==> config.mk <==
export PLATFORM = sky130hd
export DESIGN_NAME = secuenciador_estado
export DESIGN_NICKNAME = d
export VERILOG_FILES = /design/src/rtl/secuenciador_pkg.sv /design/src/rtl/detector_flanco.sv /design/src/rtl/secuenciador_estado.sv
export SDC_FILE = /design/constraint.sdc
export NUM_CORES = 1
export LEC_CHECK = 0
export ABC_AREA = 1
export CORE_MARGIN = 3
export CORE_UTILIZATION = 40
export DETAILED_ROUTE_END_ITERATION = 7
export GPL_TIMING_DRIVEN = 0
export SYNTH_ARGS = -nofsm -noshare
export SYNTH_HDL_FRONTEND = slang
export SYNTH_SLANG_ARGS = --single-unit
==> constraint.sdc <==
create_clock -name clk -period 4.4 [get_ports clk]
set_input_delay 0.44 -clock clk [delete_from_list [all_inputs] [get_ports clk]]
set_output_delay 0.44 -clock clk [all_outputs]
set_load 0.01 [all_outputs]
==> src/rtl/secuenciador_pkg.sv <==
// secuenciador_pkg: shared state codes, stage limits and credit width for the stage sequencer.
package secuenciador_pkg;
    typedef enum logic [1:0] {
        REPOSO  = 2'b00,
        JUGANDO = 2'b01,
        FIN     = 2'b10
    } fase_t;
    localparam logic [2:0] ETAPA_INICIAL = 3'd0;
    localparam logic [2:0] ULTIMA_ETAPA = 3'd5;
    localparam int CREDITO_W = 4;
endpackage

==> src/rtl/detector_flanco.sv <==
// detector_flanco: rising-edge detector; the history bit resets high so a level held through reset is not an edge.
module detector_flanco (
    input  logic clk,
    input  logic rst_n,
    input  logic senal,
    output logic flanco
);
    logic prev;
    always_ff @(posedge clk) begin
        if (!rst_n) prev <= 1'b1;
        else prev <= senal;
    end
    assign flanco = senal & ~prev;
endmodule

==> src/rtl/secuenciador_estado.sv <==
// secuenciador_estado: credit counter and game FSM stepping the stage index 0..5 for ControlEstado.
module secuenciador_estado
    import secuenciador_pkg::*;
#(
    parameter int MAX_CREDITOS = 15,
    parameter int TIMEOUT_CICLOS = 1000
) (
    input  logic                 clk,
    input  logic                 rst_n,
    input  logic                 moneda,
    input  logic                 boton_avance,
    input  logic                 cancelar,
    output logic [2:0]           estado,
    output logic                 avance,
    output logic                 credito,
    output logic [CREDITO_W-1:0] creditos,
    output logic                 fin,
    output logic                 timeout
);
    localparam int CW = $clog2(TIMEOUT_CICLOS);
    localparam logic [CW-1:0] CNT_MAX = CW'(TIMEOUT_CICLOS - 1);
    localparam logic [CREDITO_W-1:0] CRED_MAX = CREDITO_W'(MAX_CREDITOS);
    fase_t fase;
    logic [CW-1:0] cnt;
    logic fl_moneda, fl_boton, inicio;
    logic [CREDITO_W-1:0] creditos_n;
    detector_flanco u_moneda (.clk(clk), .rst_n(rst_n), .senal(moneda), .flanco(fl_moneda));
    detector_flanco u_boton (.clk(clk), .rst_n(rst_n), .senal(boton_avance), .flanco(fl_boton));
    assign inicio = (fase == REPOSO) && fl_boton && (creditos != '0);
    // A coin and a game start in the same cycle cancel out, even at saturation.
    always_comb begin
        creditos_n = (fl_moneda && !inicio) ? ((creditos == CRED_MAX) ? creditos : creditos + 1'b1) :
                     (inicio && !fl_moneda) ? creditos - 1'b1 : creditos;
    end
    always_ff @(posedge clk) begin
        if (!rst_n) begin
            fase     <= REPOSO;
            estado   <= ETAPA_INICIAL;
            avance   <= 1'b0;
            credito  <= 1'b0;
            creditos <= '0;
            fin      <= 1'b0;
            timeout  <= 1'b0;
            cnt      <= '0;
        end else begin
            creditos <= creditos_n;
            fin      <= 1'b0;
            timeout  <= 1'b0;
            case (fase)
                REPOSO: begin
                    cnt <= '0;
                    if (inicio) begin
                        fase    <= JUGANDO;
                        estado  <= ETAPA_INICIAL;
                        avance  <= 1'b1;
                        credito <= 1'b1;
                    end
                end
                JUGANDO: begin
                    if (cancelar) begin
                        fase    <= REPOSO;
                        estado  <= ETAPA_INICIAL;
                        avance  <= 1'b0;
                        credito <= 1'b0;
                        cnt     <= '0;
                    end else if (fl_boton) begin
                        cnt <= '0;
                        if (estado == ULTIMA_ETAPA) begin
                            fase   <= FIN;
                            avance <= 1'b0;
                            fin    <= 1'b1;
                        end else begin
                            estado <= estado + 3'd1;
                        end
                    end else if (cnt == CNT_MAX) begin
                        fase    <= REPOSO;
                        estado  <= ETAPA_INICIAL;
                        avance  <= 1'b0;
                        credito <= 1'b0;
                        timeout <= 1'b1;
                        cnt     <= '0;
                    end else begin
                        cnt <= cnt + 1'b1;
                    end
                end
                default: begin
                    fase    <= REPOSO;
                    estado  <= ETAPA_INICIAL;
                    avance  <= 1'b0;
                    credito <= 1'b0;
                    cnt     <= '0;
                end
            endcase
        end
    end
endmodule

==> flow_metrics.env <==
export IMPL_synth_warning_count=0
export IMPL_port_buffers=15
export IMPL_fin_util_pct=52.8
export IMPL_dp_cells=219
export IMPL_die_area_mm2=0.00391
export IMPL_synth_top_family_by_area="simple AND/OR/NAND/NOR gates"
export IMPL_cts_sinks=24
export IMPL_syn2layout_area_growth_pct=20.0
export IMPL_post_dp_cell_area_mm2=0.00148
export IMPL_crit_type="in -> reg"
export IMPL_gp_congestion=0.800
export IMPL_num_io_pins=16
export IMPL_fin_tns_setup_ns=0
export IMPL_muxShareOfSynthArea_pct=0
export IMPL_h_tree_depth=1
export IMPL_drt_wl_total_um=2260
export IMPL_path_common_cell="nand2_1"
export IMPL_die_h_um=62.5
export IMPL_synthSimpleGateAreaFrac_pct=38.6
export IMPL_hold_violations=0
export IMPL_timing_fmax_ghz=0.489
export IMPL_status="complete, no violations"
export IMPL_synth_xor_area_share_pct=3.43
export IMPL_clk_latency_ns=0.33
export IMPL_ys_flop_type="dfxtp_1"
export IMPL_postSynthAreaPerCell_um2=7.89
export IMPL_nets=193
export IMPL_holdBufCountCts=0
export IMPL_crit_fanout=5
export IMPL_ys_seq_area_share_pct=37.6
export IMPL_cts_buffer_depth=2
export IMPL_synth_cells=162
export IMPL_cts_setup_buffers=0
export IMPL_drive_gt1_share_pct=18.8
export IMPL_cp_start_kind="input pin"
export IMPL_synth_area_mm2=0.00128
export IMPL_cpPeakStageDelay_ns=0.53
export IMPL_rsz0062_at_grt="false"
export IMPL_core_mm2=0.00290
export IMPL_nFillCells=301
export IMPL_grt_busiest_layer="met2"
export IMPL_overflow=0
export IMPL_first_iter_violations=29
export IMPL_critical_path_required_ns=4.68
export IMPL_yosys_register_bits=24
export IMPL_drc_errors=0
export IMPL_finalInstanceArea_mm2=0.00153
export IMPL_drt_pre_antenna_iters=4
export IMPL_grt_usage_pct=13.4
export IMPL_drt_wirelength_per_cell_um=10.1
export IMPL_power_density_mw_per_mm2=308
export IMPL_use_met1_pct=15.5
export IMPL_grt_use_met3_pct=4.32
export IMPL_peakVddDrop_mv=0.176
export IMPL_crit_chain="clkdlybuf4s50_1 -> nand2_4 -> nor2_4 -> nand2_2 -> nand2_2 -> ha_1 -> nand2_1 -> nand2_1 -> nor2_1 -> inv_1 -> nand2_1 -> nand2_1 -> nor2_2 -> nor2_1 -> nor2_1"
export IMPL_synth_area_top_cells="dfxtp_1 (38%), nand2_1 (7.1%), nor2_1 (6.8%)"
export IMPL_finalSetupViolations=0
export IMPL_grt_pass1_vias=979
export IMPL_cp_end_kind="flip-flop"
export IMPL_period_minus_slack_ns=2.05
export IMPL_fin_crit_sh_pct=46.5
export IMPL_via_count=1032
export IMPL_dpl_worst_slack_ns=1.98
export IMPL_clockRootBuffer="clkbuf_4"
export IMPL_synth_compound_area_share_pct=6.76
export IMPL_async_reset_ff_share_pct=0
export IMPL_tightest_slew_ns=0.265
export IMPL_grt_max_degree=15
export IMPL_cts_made_buffers=3
export IMPL_grt_pass1_wl_um=4200
export IMPL_synth_fp_nets=173
export IMPL_fin_skew_ns=0.00649
export IMPL_synthAdderAreaFrac_pct=6.46
export IMPL_p_leak_nw=0.618
export IMPL_critPathSlowestCell="clkdlybuf4s50_1"
export IMPL_hold_path_class="reg -> reg"
export IMPL_fin_cells=223
export IMPL_grtUsageMet2_pct=22.4
export IMPL_initial_utilization_pct=44.0
export IMPL_dp_hpwl_um=1760
export IMPL_diodes=0
export IMPL_antenna_found_initial=0
export IMPL_cp_arrival_ns=2.33
export IMPL_yosysUniqueCellTypes=29
export IMPL_yosysTopAreaCellShare_pct=37.6
export IMPL_cts_tree="built"
export IMPL_synth_edf_count=0
export IMPL_drv_cap=0
export IMPL_die_w_um=62.5
export IMPL_yosys_area_top_type="dfxtp_1"
export IMPL_cts_clk_slew_worst_paths_ns=0.14
export IMPL_slew_limit_headroom_pct=82.3
export IMPL_synthTopCellsByCount="dfxtp_1 (24), nand2_1 (24), nor2_1 (23), inv_1 (17)"
export IMPL_cts_resized_gates=0
export IMPL_drv_slew=0
export IMPL_viasPerCell=4.63
export IMPL_drtAntennaViolNets=0
export IMPL_layout_setup_ws_ns=2.35
export IMPL_num_rows=19
-- flip-flops by register name, indices dropped and copies added, names as in the netlist --
name           flops
cnt               10
creditos           4
estado             3
avance             1
credito            1
fase               1
fin                1
timeout            1
u_boton.prev       1
u_moneda.prev      1
-- layer usage --
layer  part of all wire (%)  vias to the layer above
met1                     48                      463
li1                       -                      556
met5                      0                        -
met4                    2.0                        0
met3                    2.9                        4
met2                     47                        9
-- worst max-delay path: cells and delay by family --
kind	cells	cell delay [ns]
buf+inv	2	0.58
simple gates	12	1.03
fa+ha+maj	1	0.27
-- cell type report --
class	instances	area [um^2]	area share, %
sequential	24	480	31.3
clock buffer	3	22.5	1.47
multi-input combinational	114	706	46.0
tap	42	52.6	3.43
timing repair buffer	15	150	9.80
buffer	1	5.00	0.327
inverter	23	86.3	5.63
clock inverter	1	30.0	1.96
-- per-stage QoR --
| stage | total power [W] | hold WS (ns) |
|---|---|---|
| after floorplan | 0.000288 | 0.418 |
| after global routing | 0.000502 | 0.496 |
| final | 0.000472 | 0.453 |
| after global placement | 0.000313 | 0.432 |
| after CTS | 0.000481 | 0.458 |
| after detailed placement | 0.000315 | 0.438 |
-- final timing paths --
check	startpoint	to	slack, ns	depth (start not counted)
min reg2reg	cnt[0]	cnt[0]	0.45	1
min	cnt[0]	cnt[0]	0.45	1
max	boton_avance	creditos[3]	2.35	15
max reg2reg	creditos[0]	creditos[3]	2.52	14
-- report_power, final --
group	leakage, nW	switching (W)	internal (W)	total [W]
registers	0.195	0.00000917	0.000225	0.000234
logic	0.396	0.0000400	0.0000348	0.0000748
clock network	0.0279	0.0000705	0.0000923	0.000163
total	0.618	0.000120	0.000352	0.000472
-- cells by family after synthesis --
group	Yosys count
adder cells (fa/ha/maj)	6
XOR/XNOR	5
flip-flops	24
buffers and inverters	24
AO/OA/AOI/OAI	15
AND/OR/NAND/NOR	88
-- placed cells by master (no fill, tap or decap), drive strengths merged --
cell type,instances
nor3b,2
o211ai,3
bufinv,1
nand2,32
nand4,4
fa,1
clkbuf,3
nand3b,2
dfxtp,24
clkdlybuf4s50,15
buf,1
or2,1
inv,23
nand3,10
o21ai,3
ha,5
xnor2,1
a21oi,9
nor2,32
xor2,4
nor3,5
(Power assumes the default switching activity.)
